**config.mk**
```make
export PLATFORM = sky130hd
export DESIGN_NAME = ddr_tx
export DESIGN_NICKNAME = d
export VERILOG_FILES = /design/src/rtl/ddr_tx.sv
export SDC_FILE = /design/constraint.sdc
export NUM_CORES = 1
export LEC_CHECK = 0
export BUFFER_PORTS_ARGS = -buffer_cell sky130_fd_sc_hd__buf_4
export CAP_MARGIN = 0
export CORE_MARGIN = 2
export CORE_UTILIZATION = 50
export CTS_CLUSTER_SIZE = 24
export DETAILED_ROUTE_END_ITERATION = 7
export PLACE_DENSITY = 0.77
export SKIP_CTS_REPAIR_TIMING = 1
export SLEW_MARGIN = 10
export SYNTH_ARGS = -nofsm -noshare
export SYNTH_HDL_FRONTEND = slang
export SYNTH_SLANG_ARGS = --single-unit
```
**constraint.sdc**
```tcl
create_clock -name i_sys_clk -period 1.83 [get_ports i_sys_clk]
set_clock_uncertainty 0.05 [all_clocks]
set_input_delay 0.366 -clock i_sys_clk [delete_from_list [all_inputs] [get_ports i_sys_clk]]
set_output_delay 0.366 -clock i_sys_clk [all_outputs]
set_load 0.05 [all_outputs]
```
**src/rtl/ddr_tx.sv**
```systemverilog
// rtl/ddr_tx.sv - DDR serial transmitter for HDR-DDR preamble, byte, parity and CRC words
//
// Purpose:
//   Serializes one transmit mode onto SDA, one bit per SCL edge (rising or
//   falling). Mode and data are sampled only when idle (READY). Bytes are
//   mirrored to the CRC block and folded into a 16-bit parity accumulator.
//
// Ports:
//   i_sys_clk, i_sys_rst            - clock, synchronous active-high reset
//   i_sclgen_scl                    - SCL level (monitor only, not used)
//   i_sclgen_scl_pos_edge/neg_edge  - one-cycle SCL edge pulses
//   i_ddrccc_tx_en, i_ddrccc_tx_mode- transmit enable and requested mode
//   i_regf_tx_data                  - byte to send in BYTE mode
//   i_crc_value                     - CRC5 sent in CRC mode
//   o_sdahnd_tx_sda                 - serial data out
//   o_ddrccc_tx_mode_done           - pulse with the last bit of a mode
//   o_ddrccc_error                  - pulse on an illegal mode request
//   o_crc_en, o_crc_data_out        - byte strobe and byte for the CRC block

module ddr_tx (
  input  logic       i_sys_clk,
  input  logic       i_sys_rst,
  input  logic       i_sclgen_scl,
  input  logic       i_sclgen_scl_pos_edge,
  input  logic       i_sclgen_scl_neg_edge,
  input  logic       i_ddrccc_tx_en,
  input  logic [3:0] i_ddrccc_tx_mode,
  input  logic [7:0] i_regf_tx_data,
  input  logic [4:0] i_crc_value,
  output logic       o_sdahnd_tx_sda,
  output logic       o_ddrccc_tx_mode_done,
  output logic       o_ddrccc_error,
  output logic       o_crc_en,
  output logic [7:0] o_crc_data_out
);

  typedef enum logic [1:0] {READY, SHIFT, ABORT} state_t;

  localparam logic [3:0] MODE_IDLE   = 4'd0;
  localparam logic [3:0] MODE_PRE_10 = 4'd1;
  localparam logic [3:0] MODE_PRE_01 = 4'd2;
  localparam logic [3:0] MODE_BYTE   = 4'd3;
  localparam logic [3:0] MODE_PARITY = 4'd4;
  localparam logic [3:0] MODE_CRC    = 4'd5;

  state_t      state_q, state_nxt;
  logic [3:0]  mode_q, mode_nxt;
  logic [3:0]  cnt_q, cnt_nxt;
  logic [8:0]  sr_q, sr_nxt;
  logic [15:0] acc_q, acc_nxt;
  logic        sda_q, sda_nxt;
  logic        done_q, done_nxt;
  logic        err_q, err_nxt;
  logic        crc_en_q, crc_en_nxt;
  logic [7:0]  crc_data_q, crc_data_nxt;

  logic        edge_ev;
  logic        mode_legal;
  logic        pa1, pa0;
  logic [8:0]  frame;
  logic [3:0]  last_idx;
  logic        unused_ok;

  assign unused_ok  = i_sclgen_scl;
  assign edge_ev    = i_sclgen_scl_pos_edge | i_sclgen_scl_neg_edge;
  assign mode_legal = (i_ddrccc_tx_mode != MODE_IDLE) && (i_ddrccc_tx_mode <= MODE_CRC);

  // Odd-indexed accumulator bits give PA1; even-indexed bits, inverted, give PA0.
  assign pa1 = ^(acc_q & 16'hAAAA);
  assign pa0 = ~(^(acc_q & 16'h5555));

  // Bit sequence of the requested mode, left-aligned so frame[8] goes out first.
  always_comb begin
    frame = 9'h000;
    case (i_ddrccc_tx_mode)
      MODE_PRE_10: frame = 9'b10_0000000;
      MODE_PRE_01: frame = 9'b01_0000000;
      MODE_BYTE:   frame = {i_regf_tx_data, 1'b0};
      MODE_PARITY: frame = {pa1, pa0, 7'b0000000};
      MODE_CRC:    frame = {4'b1100, i_crc_value};
      default:     frame = 9'h000;
    endcase
  end

  // Counter value (bits already sent) at which the next edge sends the last bit.
  always_comb begin
    last_idx = 4'd0;
    case (mode_q)
      MODE_PRE_10, MODE_PRE_01, MODE_PARITY: last_idx = 4'd1;
      MODE_BYTE:                             last_idx = 4'd7;
      MODE_CRC:                              last_idx = 4'd8;
      default:                               last_idx = 4'd0;
    endcase
  end

  always_comb begin
    state_nxt    = state_q;
    mode_nxt     = mode_q;
    cnt_nxt      = cnt_q;
    sr_nxt       = sr_q;
    acc_nxt      = acc_q;
    sda_nxt      = sda_q;
    done_nxt     = 1'b0;
    err_nxt      = 1'b0;
    crc_en_nxt   = 1'b0;
    crc_data_nxt = crc_data_q;
    case (state_q)
      READY: begin
        if (!i_ddrccc_tx_en) begin
          sda_nxt = 1'b1;
        end else if (edge_ev) begin
          if (mode_legal) begin
            mode_nxt  = i_ddrccc_tx_mode;
            sda_nxt   = frame[8];
            sr_nxt    = {frame[7:0], 1'b0};
            cnt_nxt   = 4'd1;
            state_nxt = SHIFT;
            if (i_ddrccc_tx_mode == MODE_BYTE) begin
              crc_en_nxt   = 1'b1;
              crc_data_nxt = i_regf_tx_data;
              acc_nxt      = {acc_q[7:0], i_regf_tx_data};
            end
          end else begin
            sda_nxt = 1'b1;
            err_nxt = (i_ddrccc_tx_mode != MODE_IDLE);
          end
        end
      end
      SHIFT: begin
        if (!i_ddrccc_tx_en) begin
          sda_nxt   = 1'b1;
          cnt_nxt   = 4'd0;
          mode_nxt  = MODE_IDLE;
          sr_nxt    = 9'h000;
          state_nxt = ABORT;
        end else if (edge_ev) begin
          sda_nxt = sr_q[8];
          sr_nxt  = {sr_q[7:0], 1'b0};
          cnt_nxt = cnt_q + 4'd1;
          if (cnt_q == last_idx) begin
            done_nxt  = 1'b1;
            cnt_nxt   = 4'd0;
            mode_nxt  = MODE_IDLE;
            state_nxt = READY;
            if (mode_q == MODE_PARITY) acc_nxt = 16'h0000;
          end
        end
      end
      ABORT: begin
        sda_nxt   = 1'b1;
        state_nxt = READY;
      end
      default: state_nxt = READY;
    endcase
  end

  always_ff @(posedge i_sys_clk) begin
    if (i_sys_rst) begin
      state_q    <= READY;
      mode_q     <= MODE_IDLE;
      cnt_q      <= 4'd0;
      sr_q       <= 9'h000;
      acc_q      <= 16'h0000;
      sda_q      <= 1'b1;
      done_q     <= 1'b0;
      err_q      <= 1'b0;
      crc_en_q   <= 1'b0;
      crc_data_q <= 8'h00;
    end else begin
      state_q    <= state_nxt;
      mode_q     <= mode_nxt;
      cnt_q      <= cnt_nxt;
      sr_q       <= sr_nxt;
      acc_q      <= acc_nxt;
      sda_q      <= sda_nxt;
      done_q     <= done_nxt;
      err_q      <= err_nxt;
      crc_en_q   <= crc_en_nxt;
      crc_data_q <= crc_data_nxt;
    end
  end

  assign o_sdahnd_tx_sda       = sda_q;
  assign o_ddrccc_tx_mode_done = done_q;
  assign o_ddrccc_error        = err_q;
  assign o_crc_en              = crc_en_q;
  assign o_crc_data_out        = crc_data_q;

endmodule

```
== Yosys cells after proc, flatten, opt, wreduce, memory -nomap -nowiden ==
Index checks and enable logic that the tools add are counted.
Cells by class
  $lt $le $gt $ge: 1
  add/sub/neg operators: 1
  divide/modulo/power cells: 0
  equal/unequal tests: 24
  multiply operators: 0
  bitwise logic cells: 7
  reductions and logical operators: 17
  multiplexer cells: 46
  shift-type cells: 0
Operator list (count)
  $mux W16: 8
  $mux W4: 12
  $mux W9: 5
  $pmux W9 S5: 1
  $pmux W16 S2: 1
  $reduce_xor A16 Y1: 2
  $pmux W9 S2: 1
  $eq A4 B2 Y1 const B: 4
  $eq A4 B3 Y1 const B: 4
  $ne A2 B2 Y1 const B: 8
  $pmux W4 S2: 2
  $reduce_and A5 Y1: 3
  $mux W2: 6
  $pmux W4 S3: 1
  $reduce_or A5 Y1: 2
  $ne A3 B3 Y1 const B: 3
  $reduce_and A9 Y1: 1
  $eq A4 B1 Y1 const B: 2
  $mux W1: 7
  $not A1 Y1: 6
  $reduce_and A6 Y1: 1
  $add A4 B1 Y4 const B: 1
  $eq A4 B4 Y1: 1
  $le A4 B3 Y1 const B: 1
  other kinds (13): 13
Storage, ports and cells
  latch bits: 0
  memories: 0
  word-level logic and storage cells: 106
  input port bits: 23
  flip-flop bits (word level): 47
  bits in writable memories: 0
  bits in read-only memories: 0
  output and inout bits: 12

== Longest topological paths before layout ==
Gate-level depths: netlist of the first run.
  depth in word-level cells: 8
  depth in mapped cells: 9
  gate-level depth less buffers: 7

== Least setup slack after synthesis of the first run ==
Ideal clock, no wire load.
  path kind: register to register
  start: register state_q[1]
  end: register acc_q[10]
  setup time: 0.069 ns
  arrival: 1.773 ns
  cell stages (with the launch flop): 10
  path slack: -0.062 ns
  cell sequence: dfxtp_1 -> inv_1 -> ha_1 -> clkbuf_1 -> nand2b_1 -> o21ai_0 -> a21oi_1 -> clkbuf_1 -> a22oi_1 -> o21ai_1
Between the ends
  cells in the longest elaborated chain, start to end: 3
  elaborated cells between the ends (all ways): 13
  those cells by class: eq/ne: 9; mux: 1; reduce/logical: 3
RTL lines
  start: declaration: RTL line 46  | state_t state_q, state_nxt;
  start signal: assignment: RTL line 170  | state_q <= state_nxt;
  $eq A2 B1 Y1 or $logic_not A2 Y1 (tied branches): RTL line 107  | case (state_q)
  $ne A2 B2 Y1 (no source line) or $reduce_bool A2 Y1 (tied branches)
  $reduce_and A9 Y1 (no source line)
  end signal: assignment: RTL line 174  | acc_q <= acc_nxt;
  end: declaration: RTL line 50  | logic [15:0] acc_q, acc_nxt;
Parallel ways exist; a longest one is shown, timed or not.
A chain may end at the register's enable or synchronous reset.

== Worst setup path after layout of the first run ==
  start: register mode_q[0]
  end: register acc_q[13]
Between the ends
  cells in the longest elaborated chain, start to end: 6
  elaborated cells between the ends (all ways): 11
  those cells by class: eq/ne: 8; mux: 1; reduce/logical: 2
RTL lines
  start: declaration: RTL line 47  | logic [3:0] mode_q, mode_nxt;
  start signal: assignment: RTL line 171  | mode_q <= mode_nxt;
  $eq A4 B3 Y1 (tied with other cells): RTL line 88, 145
  $reduce_or A3 Y1: RTL line 88  | case (mode_q)
  $pmux W4 S3: RTL line 88
  $eq A4 B4 Y1: RTL line 140  | if (cnt_q == last_idx) begin
  $ne A2 B2 Y1 (no source line)
  $reduce_and A9 Y1 (no source line) (*)
Every way passes the cells marked *; elsewhere a longest branch is shown, timed or not.

==> reports/metrics.cfg, run 1 <==
[setup_path]
critical_path_required_ns=1.97
end_kind=register
max_stage_delay_ns=0.38
path_cells=o21a_1 > o31ai_4 > nand4_4 > nor4_4 > buf_4 > clkbuf_16 > o21ai_1
slowest_stage=dfxtp_4
worstPathMaxFanout=8
crit_type=register to register
cp-start-kind=register
critPathArrivalTime_ns=2.04

[detailed_routing]
num_vias=2196
wl_um=5870
first_pass_iters=4
vias_per_cell=5.79
wl_per_cell_um=15.5
initialDrtViolationCount=129
drc_errors=0
ant_nets=0

[power_and_ir_drop]
clock_power_share_pct=26.7
combPwrFrac_pct=25.7
swShare_pct=30.6
leakage_nw=1.13
power.switching_mw=0.693
p_int_mw=1.57
ir_drop_uv=491
seqPwrFrac_pct=47.6
power_density_mw_per_mm2=724

[timing]
setup_viol=18
layout_setup_ws_ns=-0.0726
max_freq_mhz=526
finalCritPeriodShare_pct=104
hold_viol_final=0
final-max-slew-violation-count=0
fin_crit_ns=1.90
slew_headroom_pct=68.6
holdWs_ns=0.281
worst_pin_slew_ns=0.467
rsz0062_at_grt=true

[final_layout]
nets=352
fin_area_mm2=0.00313
mostFrequentLayoutCells=buf_4 (53), dfxtp_1 (42), nand2_1 (28)
area_delta_synth_final_pct=30.5
final_util_pct=67.1
drive_above_1_share_pct=30.2
mostFrequentLayoutCell=buf_4
antenna_cells=0

[logic_synthesis]
synth_fa_ha_area_share_pct=2.09
synth_cells=274
synth_top_family_by_area=simple AND/OR/NAND/NOR gates
ys_ff_latch=46
synth_cell_type_count=53
synth_area_mm2=0.00239
synth-compound-area-share_pct=21.9
ys_seq_area_share_pct=38.5
synth_ff_type=dfxtp_1
synthMuxAreaShare_pct=4.28
yosys_warnings=0
synth_simple_gate_area_share_pct=23.5
synthXorXnorAreaFrac_pct=5.80
syn_avg_cell_area_um2=8.74
synth_fp_nets=301
synth_edf_count=0
ys_async_sr_fraction_pct=0

[job]
cap_violations=0

[floorplan]
io_pins=35
die_w_um=73.2
initial_utilization_pct=51.4
row_count=25
coreArea_mm2=0.00466
die_h_um=73.2
dieArea_mm2=0.00536

[global_route]
grt_pass1_vias=2055
antenna_found_initial=0
track_usage_pct=23.0
grt_pass1_wl_um=9570
globalRouteOverflowTotal=0
grt_max_degree=34

[clock_tree]
htree_num_levels=2
cts-root-buf=clkbuf_8
path_clk_slew_ns=0.09
cts.sinks=46
numCtsBuffers=5
clk_latency_ns=0.30
cts_tree=yes
clock_path_buffers=2

[min_path]
hold_path_class=primary input to register

[outcome]
violations=negative setup slack
outcome=complete, but fails checks

[placed_design]
routabilityCongestion=0.790
dpl-instance-area_mm2=0.00285
dp_hpwl_um=4070
io_buffers=33

-- flip-flops by register name, summed over array words and instances (netlist names), 2 cells and up --
register	cells
state_q	2
sr_q	8
mode_q	4
acc_q	16
o_crc_data_out	8
cnt_q	4
-- cell families (layout without fill, tap and decap cells) --
family / after synthesis / after routing
simple gates: 102 / 102
compound gates: 76 / 76
flops: 46 / 46
buf+inv: 21 / 72
xor+xnor: 15 / 15
mux: 10 / 10
fa+ha+maj: 4 / 4
-- cell usage after synthesis, types with 3 or more instances --
master / number / area, µm²
a21oi_1: 10 / 50.1
a221oi_1: 4 / 35.0
a22o_1: 4 / 35.0
a22oi_1: 16 / 120
a311oi_1: 4 / 35.0
a31oi_1: 3 / 18.8
buf_2: 4 / 20.0
clkbuf_1: 11 / 41.3
dfxtp_1: 46 / 921
ha_1: 4 / 50.1
inv_1: 3 / 11.3
mux2i_1: 8 / 80.1
nand2_1: 28 / 105
nand2b_1: 4 / 25.0
nand3_1: 5 / 25.0
nand3b_1: 6 / 45.0
nor2_1: 26 / 97.6
nor3_1: 10 / 50.1
nor3b_1: 3 / 22.5
o21ai_0: 13 / 65.1
o21ai_1: 10 / 50.1
xnor2_1: 13 / 114
-- routing by layer --
layer | up-vias | GRT usage [%] | routed length, µm
met5 | - | 0 | 0
met4 | 0 | 7.41 | 85
met3 | 9 | 4.83 | 210
met2 | 42 | 38.6 | 2990
met1 | 1043 | 29.2 | 2590
li1 | 1102 | - | -
-- power by group through the flow --
| stage | combinational, mW | sequential (mW) | clock [mW] |
|---|---|---|---|
| floorplan | 0.305 | 1.12 | 0 |
| global placement | 0.494 | 1.09 | 0 |
| detailed placement | 0.505 | 1.10 | 0 |
| CTS | 0.507 | 1.07 | 0.610 |
| global route | 0.635 | 1.08 | 0.645 |
| finish | 0.583 | 1.08 | 0.605 |
-- per-stage QoR --
| step | TNS (ns) | setup slack, ns | std cells | power [mW] |
|---|---|---|---|---|
| finish | -0.918 | -0.0726 | 379 | 2.26 |
| global route | -1.96 | -0.122 | 379 | 2.36 |
| CTS | -3.09 | -0.165 | 374 | 2.19 |
| detailed placement | -2.42 | -0.142 | 367 | 1.60 |
| global placement | -1.13 | -0.0737 | 367 | 1.59 |
| floorplan | 0 | 0.0220 | 274 | 1.42 |
-- final cells by class --
cell class / count / area, µm²
flip-flops and latches: 46 / 928
inverters: 3 / 11.3
fillers: 369 / 1540
repair buffers: 62 / 548
clock buffers: 6 / 72.6
clock inverters: 1 / 7.51
well taps: 54 / 67.6
multi-input cells: 207 / 1490
-- worst max-delay path: cells and delay by family (launching register included) --
family	cells	cell delay, ns
AO/OA/AOI/OAI	3	0.56
buffers and inverters	2	0.35
flip-flops	1	0.38
AND/OR/NAND/NOR	2	0.46
-- path summary, 6_finish.rpt --
check                    startpoint        end  slack (ns)  cells past startpoint
hold / removal    i_regf_tx_data[7]   acc_q[7]        0.28                      3
hold reg to reg             sr_q[1]    sr_q[1]        0.41                      2
setup / recovery          mode_q[0]  acc_q[13]       -0.07                      7
setup reg to reg          mode_q[0]  acc_q[13]       -0.07                      7
Note: power is estimated with default switching activity, not from simulation.
==> inputs of run 2 (changes only) <==
- CORE_ASPECT_RATIO: unset -> 1.1
==> run 2 against run 1 <==
Against the previous run: the flow still finishes with violations (negative setup slack); highest routed layer unchanged; global-route usage shrank 1.1 points; non-clock buffer count shrank 1; count of clock-buffer cells in the layout grew 1; wire length grew 2.0%; critical endpoint is now state_q[0].
==> reports/metrics.cfg, run 2 (same netlist as run 1, synthesis figures left out) <==
[timing]
finalCritPeriodShare_pct=101  ; -2.9 points
hold_viol_final=0  ; unchanged
final-max-slew-violation-count=0  ; unchanged
slew_headroom_pct=43.9  ; -25 points
setup_viol=8  ; -10
max_freq_mhz=541  ; +2.8%
rsz0062_at_grt=true
layout_setup_ws_ns=-0.0199  ; +0.0527 ns
fin_crit_ns=1.85  ; -0.0527 ns
worst_pin_slew_ns=0.834  ; +0.367 ns

[clock_tree]
clk_latency_ns=0.30  ; about the same
htree_num_levels=2  ; unchanged
cts_tree=yes
clock_path_buffers=2  ; unchanged
numCtsBuffers=5  ; unchanged
path_clk_slew_ns=0.09  ; about the same
cts-root-buf=clkbuf_8
cts.sinks=46  ; unchanged

[global_route]
antenna_found_initial=0  ; unchanged
grt_max_degree=21  ; -38%
track_usage_pct=21.8  ; -1.1 points
globalRouteOverflowTotal=0  ; unchanged
grt_pass1_wl_um=9440  ; -1.4%
grt_pass1_vias=2045  ; -0.49%

[final_layout]
area_delta_synth_final_pct=32.1
seqCellArea_um2=928  ; unchanged
drive_above_1_share_pct=31.1  ; +0.92 points
nets=351  ; -0.28%
final_util_pct=68.5  ; +1.4 points
regMostFlops=acc_q
fillCellCount=358  ; -3.0%
antenna_cells=0  ; unchanged
mostFrequentLayoutCells=buf_4 (52), dfxtp_1 (42), nand2_1 (28)
largest_reg_flops=16  ; unchanged
multi_input_area_mm2=0.00150  ; +0.59%
mostFrequentLayoutCell=buf_4

[detailed_routing]
vias_per_cell=5.70  ; -1.6%
wl_um=5990  ; +2.0%
num_vias=2172  ; -1.1%
ant_nets=0  ; unchanged
initialDrtViolationCount=136  ; +5.4%
first_pass_iters=4  ; unchanged
wl_per_cell_um=15.7  ; +1.4%
drc_errors=0  ; unchanged

[power_and_ir_drop]
ir_drop_uv=580  ; +18%
power_density_mw_per_mm2=743  ; +2.6%
leakage_nw=1.14  ; +0.96%
power_mw=2.35  ; +3.8%

[floorplan]
die_h_um=76.6  ; +4.6%
row_count=26  ; +4.0%
coreArea_mm2=0.00462  ; -0.89%
io_pins=35  ; unchanged
dieArea_mm2=0.00536  ; about the same
initial_utilization_pct=51.8  ; +0.46 points
die_w_um=70.0  ; -4.4%

[outcome]
outcome=complete, but fails checks
violations=negative setup slack

[setup_path]
cp_top_family=compound AO/OA/AOI/OAI gates
cp.buffers_inverters=1  ; -1
path_cells=o21a_4 > or4_4 > a41oi_4 > buf_6 > nor3b_2 > o21ba_2
end_kind=register
slowest_stage=or4_4
worstPathMaxFanout=6  ; -2
critical_path_required_ns=1.98  ; about the same
cp-start-kind=register
crit_type=register to register
max_stage_delay_ns=0.46  ; +0.08 ns
critPathArrivalTime_ns=2.00  ; -0.04 ns

[placed_design]
dp_hpwl_um=4090  ; +0.42%
io_buffers=33  ; unchanged
routabilityCongestion=0.790  ; about the same

[job]
cap_violations=0  ; unchanged

[min_path]
hold_path_class=primary input to register

[run 2: report_power, final]
part           total, mW  switching (mW)  internal, mW
Combinational      0.576           0.317         0.260
Sequential          1.08          0.0335          1.04
Clock              0.698           0.351         0.346
[run 2: metal layers]
layer | global-route usage (%) | routed length, µm | vias to the layer above | part of all wire (%)
li1 | - | - | 1094 | -
met1 | 27.2 | 2600 | 1015 | 43
met4 | 7.50 | 127 | 0 | 2.1
met5 | 0 | 0 | - | 0
met2 | 37.2 | 3060 | 53 | 51
met3 | 4.50 | 203 | 10 | 3.4
[run 2: worst paths after layout]
kind	startpoint	to	slack, ns	cells past startpoint
max	mode_q[1]	state_q[0]	-0.02	6
min	i_regf_tx_data[7]	acc_q[7]	0.28	3
max reg2reg	mode_q[1]	state_q[0]	-0.02	6
min reg2reg	sr_q[1]	sr_q[1]	0.41	2
[run 2: stage by stage]
step	setup TNS (ns)	worst slack [ns]	area (µm²)	hold WS, ns	cells
3_3_place_gp	-1.73	-0.104	2860	0.393	369
4_1_cts	-2.48	-0.150	2970	0.268	377
3_5_place_dp	-2.54	-0.128	2860	0.394	369
5_1_grt	-1.40	-0.0787	3160	0.276	381
2_1_floorplan	0	0.0220	2400	0.382	274
6_report	-0.0517	-0.0199	3160	0.277	381
[run 2: cell type report]
cell class                      instances  share of cell area (%)
Clock buffer                            7                    3.05
Clock inverter                          1                   0.277
Inverter                                3                   0.356
Multi-Input combinational cell        207                    47.4
Sequential cell                        46                    29.4
Tap cell                               56                    2.22
Timing Repair Buffer                   61                    17.4
[run 2: worst register-to-register path, cell delays in order, from the launching register on]
cell and delay, ns:
dfxtp_2 0.36, o21a_4 0.23, or4_4 0.46, a41oi_4 0.26, buf_6 0.15, nor3b_2 0.04
o21ba_2 0.20
==> inputs of run 3 (changes only) <==
- PLACE_DENSITY: 0.77 -> 0.74
- clock period: 1.83 -> 1.9 ns (I/O delays scaled with it)
==> run 3 against run 2 <==
Against the previous run: the flow now finishes without violations; via count decreased by 1.1%; sequential share of layout area increased by 2.2 points; first-iteration DRC count decreased by 8.8%; largest power group unchanged.
==> reports/metrics.cfg, run 3 (same netlist as run 1, synthesis figures left out) <==
[outcome]
outcome=finished, final reports clean

[placed_design]
pre_cts_slack_ns=-0.0924  ; +0.0358 ns
dp_hpwl_um=4030  ; -1.6%
routabilityCongestion=0.803  ; +1.6%
io_buffers=33  ; unchanged
placed_cells=367  ; -0.54%

[final_layout]
largest_reg_flops=16  ; unchanged
area_delta_synth_final_pct=22.5
mostFrequentLayoutCells=buf_4 (54), dfxtp_1 (42), nand2_1 (28)
fin_cells=375  ; -1.6%
mostFrequentLayoutCell=buf_4
nets=346  ; -1.4%
antenna_cells=0  ; unchanged
drive_above_1_share_pct=26.3  ; -4.7 points
regMostFlops=acc_q

[setup_path]
critPathArrivalTime_ns=1.96  ; -0.04 ns
cp-start-kind=register
crit_type=register to register
max_stage_delay_ns=0.38  ; -0.08 ns
end_kind=register
worstPathMaxFanout=4  ; -2
slowest_stage=mux2_2
cp_top_family=compound AO/OA/AOI/OAI gates
cp.buffers_inverters=1  ; unchanged
critical_path_required_ns=2.04  ; +0.06 ns
path_cells=and4bb_1 > mux2_2 > a41oi_4 > buf_4 > nor3b_1 > o21ba_2

[floorplan]
coreArea_mm2=0.00462  ; unchanged
initial_utilization_pct=51.8  ; unchanged
io_pins=35  ; unchanged
die_w_um=70.0  ; unchanged
row_count=26  ; unchanged
die_h_um=76.6  ; unchanged
dieArea_mm2=0.00536  ; unchanged

[clock_tree]
path_clk_slew_ns=0.09  ; about the same
cts.sinks=46  ; unchanged
cts-root-buf=clkbuf_8
cts_tree=yes
clock_path_buffers=2  ; unchanged
htree_num_levels=2  ; unchanged
clk_latency_ns=0.30  ; about the same
numCtsBuffers=5  ; unchanged

[global_route]
track_usage_pct=21.2  ; -0.68 points
grt_pass1_wl_um=9320  ; -1.3%
grt_max_degree=34  ; +62%
grt_pass1_vias=1957  ; -4.3%
antenna_found_initial=0  ; unchanged
globalRouteOverflowTotal=0  ; unchanged

[power_and_ir_drop]
power_mw=2.12  ; -9.7%
leakage_nw=1.06  ; -7.5%
power_density_mw_per_mm2=723  ; -2.7%
ir_drop_uv=463  ; -20%

[timing]
hold_viol_final=0  ; unchanged
setup_viol=0  ; -8
worst_pin_slew_ns=0.568  ; -0.266 ns
fin_crit_ns=1.81  ; -0.0371 ns
max_freq_mhz=552  ; +2.0%
layout_setup_ws_ns=0.0872  ; +0.107 ns
final.setup.tns_ns=0  ; +0.0517 ns
finalCritPeriodShare_pct=95.4  ; -5.7 points
slew_headroom_pct=61.8  ; +18 points
rsz0062_at_grt=false
final-max-slew-violation-count=0  ; unchanged

[detailed_routing]
initialDrtViolationCount=124  ; -8.8%
wl_per_cell_um=15.2  ; -3.0%
vias_per_cell=5.73  ; +0.52%
drc_errors=0  ; unchanged
ant_nets=0  ; unchanged
first_pass_iters=4  ; unchanged
num_vias=2149  ; -1.1%
wl_um=5720  ; -4.6%

[job]
cap_violations=0  ; unchanged

[min_path]
hold_path_class=primary input to register

-- run 3: power breakdown --
group / switching [mW] / leakage (nW) / internal [mW]
Combinational: 0.282 / 0.644 / 0.217
Sequential: 0.0307 / 0.374 / 1.01
Clock: 0.334 / 0.0373 / 0.253
Total: 0.646 / 1.06 / 1.48
-- run 3: layer usage --
metal | up-vias | wire length (µm) | share of wire [%] | track usage, %
met2 | 51 | 2890 | 51 | 36.3
met5 | - | 0 | 0 | 0
li1 | 1085 | - | - | -
met3 | 5 | 236 | 4.1 | 3.70
met1 | 1008 | 2540 | 44 | 27.1
met4 | 0 | 48 | 0.84 | 6.15
-- run 3: tightest hold or removal path, cell delays in order --
cell and delay, ns:
buf_4 0.10, a22oi_1 0.07, o21ai_0 0.06
-- run 3: per-stage QoR --
step	util, %	hold WS (ns)	area (µm²)
detailed placement	61.0	0.393	2820
floorplan	-	0.382	2390
finish	63.5	0.296	2930
global placement	61.0	0.388	2820
global route	63.5	0.304	2930
CTS	62.7	0.293	2900
-- run 3: cell type report --
cell class              instances  area (µm²)
repair buffers                 56         445
fillers                       415        1690
well taps                      56        70.1
clock buffers                   6        72.6
inverters                       3        11.3
flip-flops and latches         46         926
multi-input cells             207        1400
clock inverters                 1        7.51
-- run 3: path summary, 6_finish.rpt --
check                         start         end  slack, ns  cells after the start
hold / removal    i_regf_tx_data[4]    acc_q[4]       0.30                      3
setup reg to reg          mode_q[3]  state_q[0]       0.09                      6
hold reg to reg             sr_q[1]     sr_q[1]       0.41                      2
setup / recovery          mode_q[3]  state_q[0]       0.09                      6
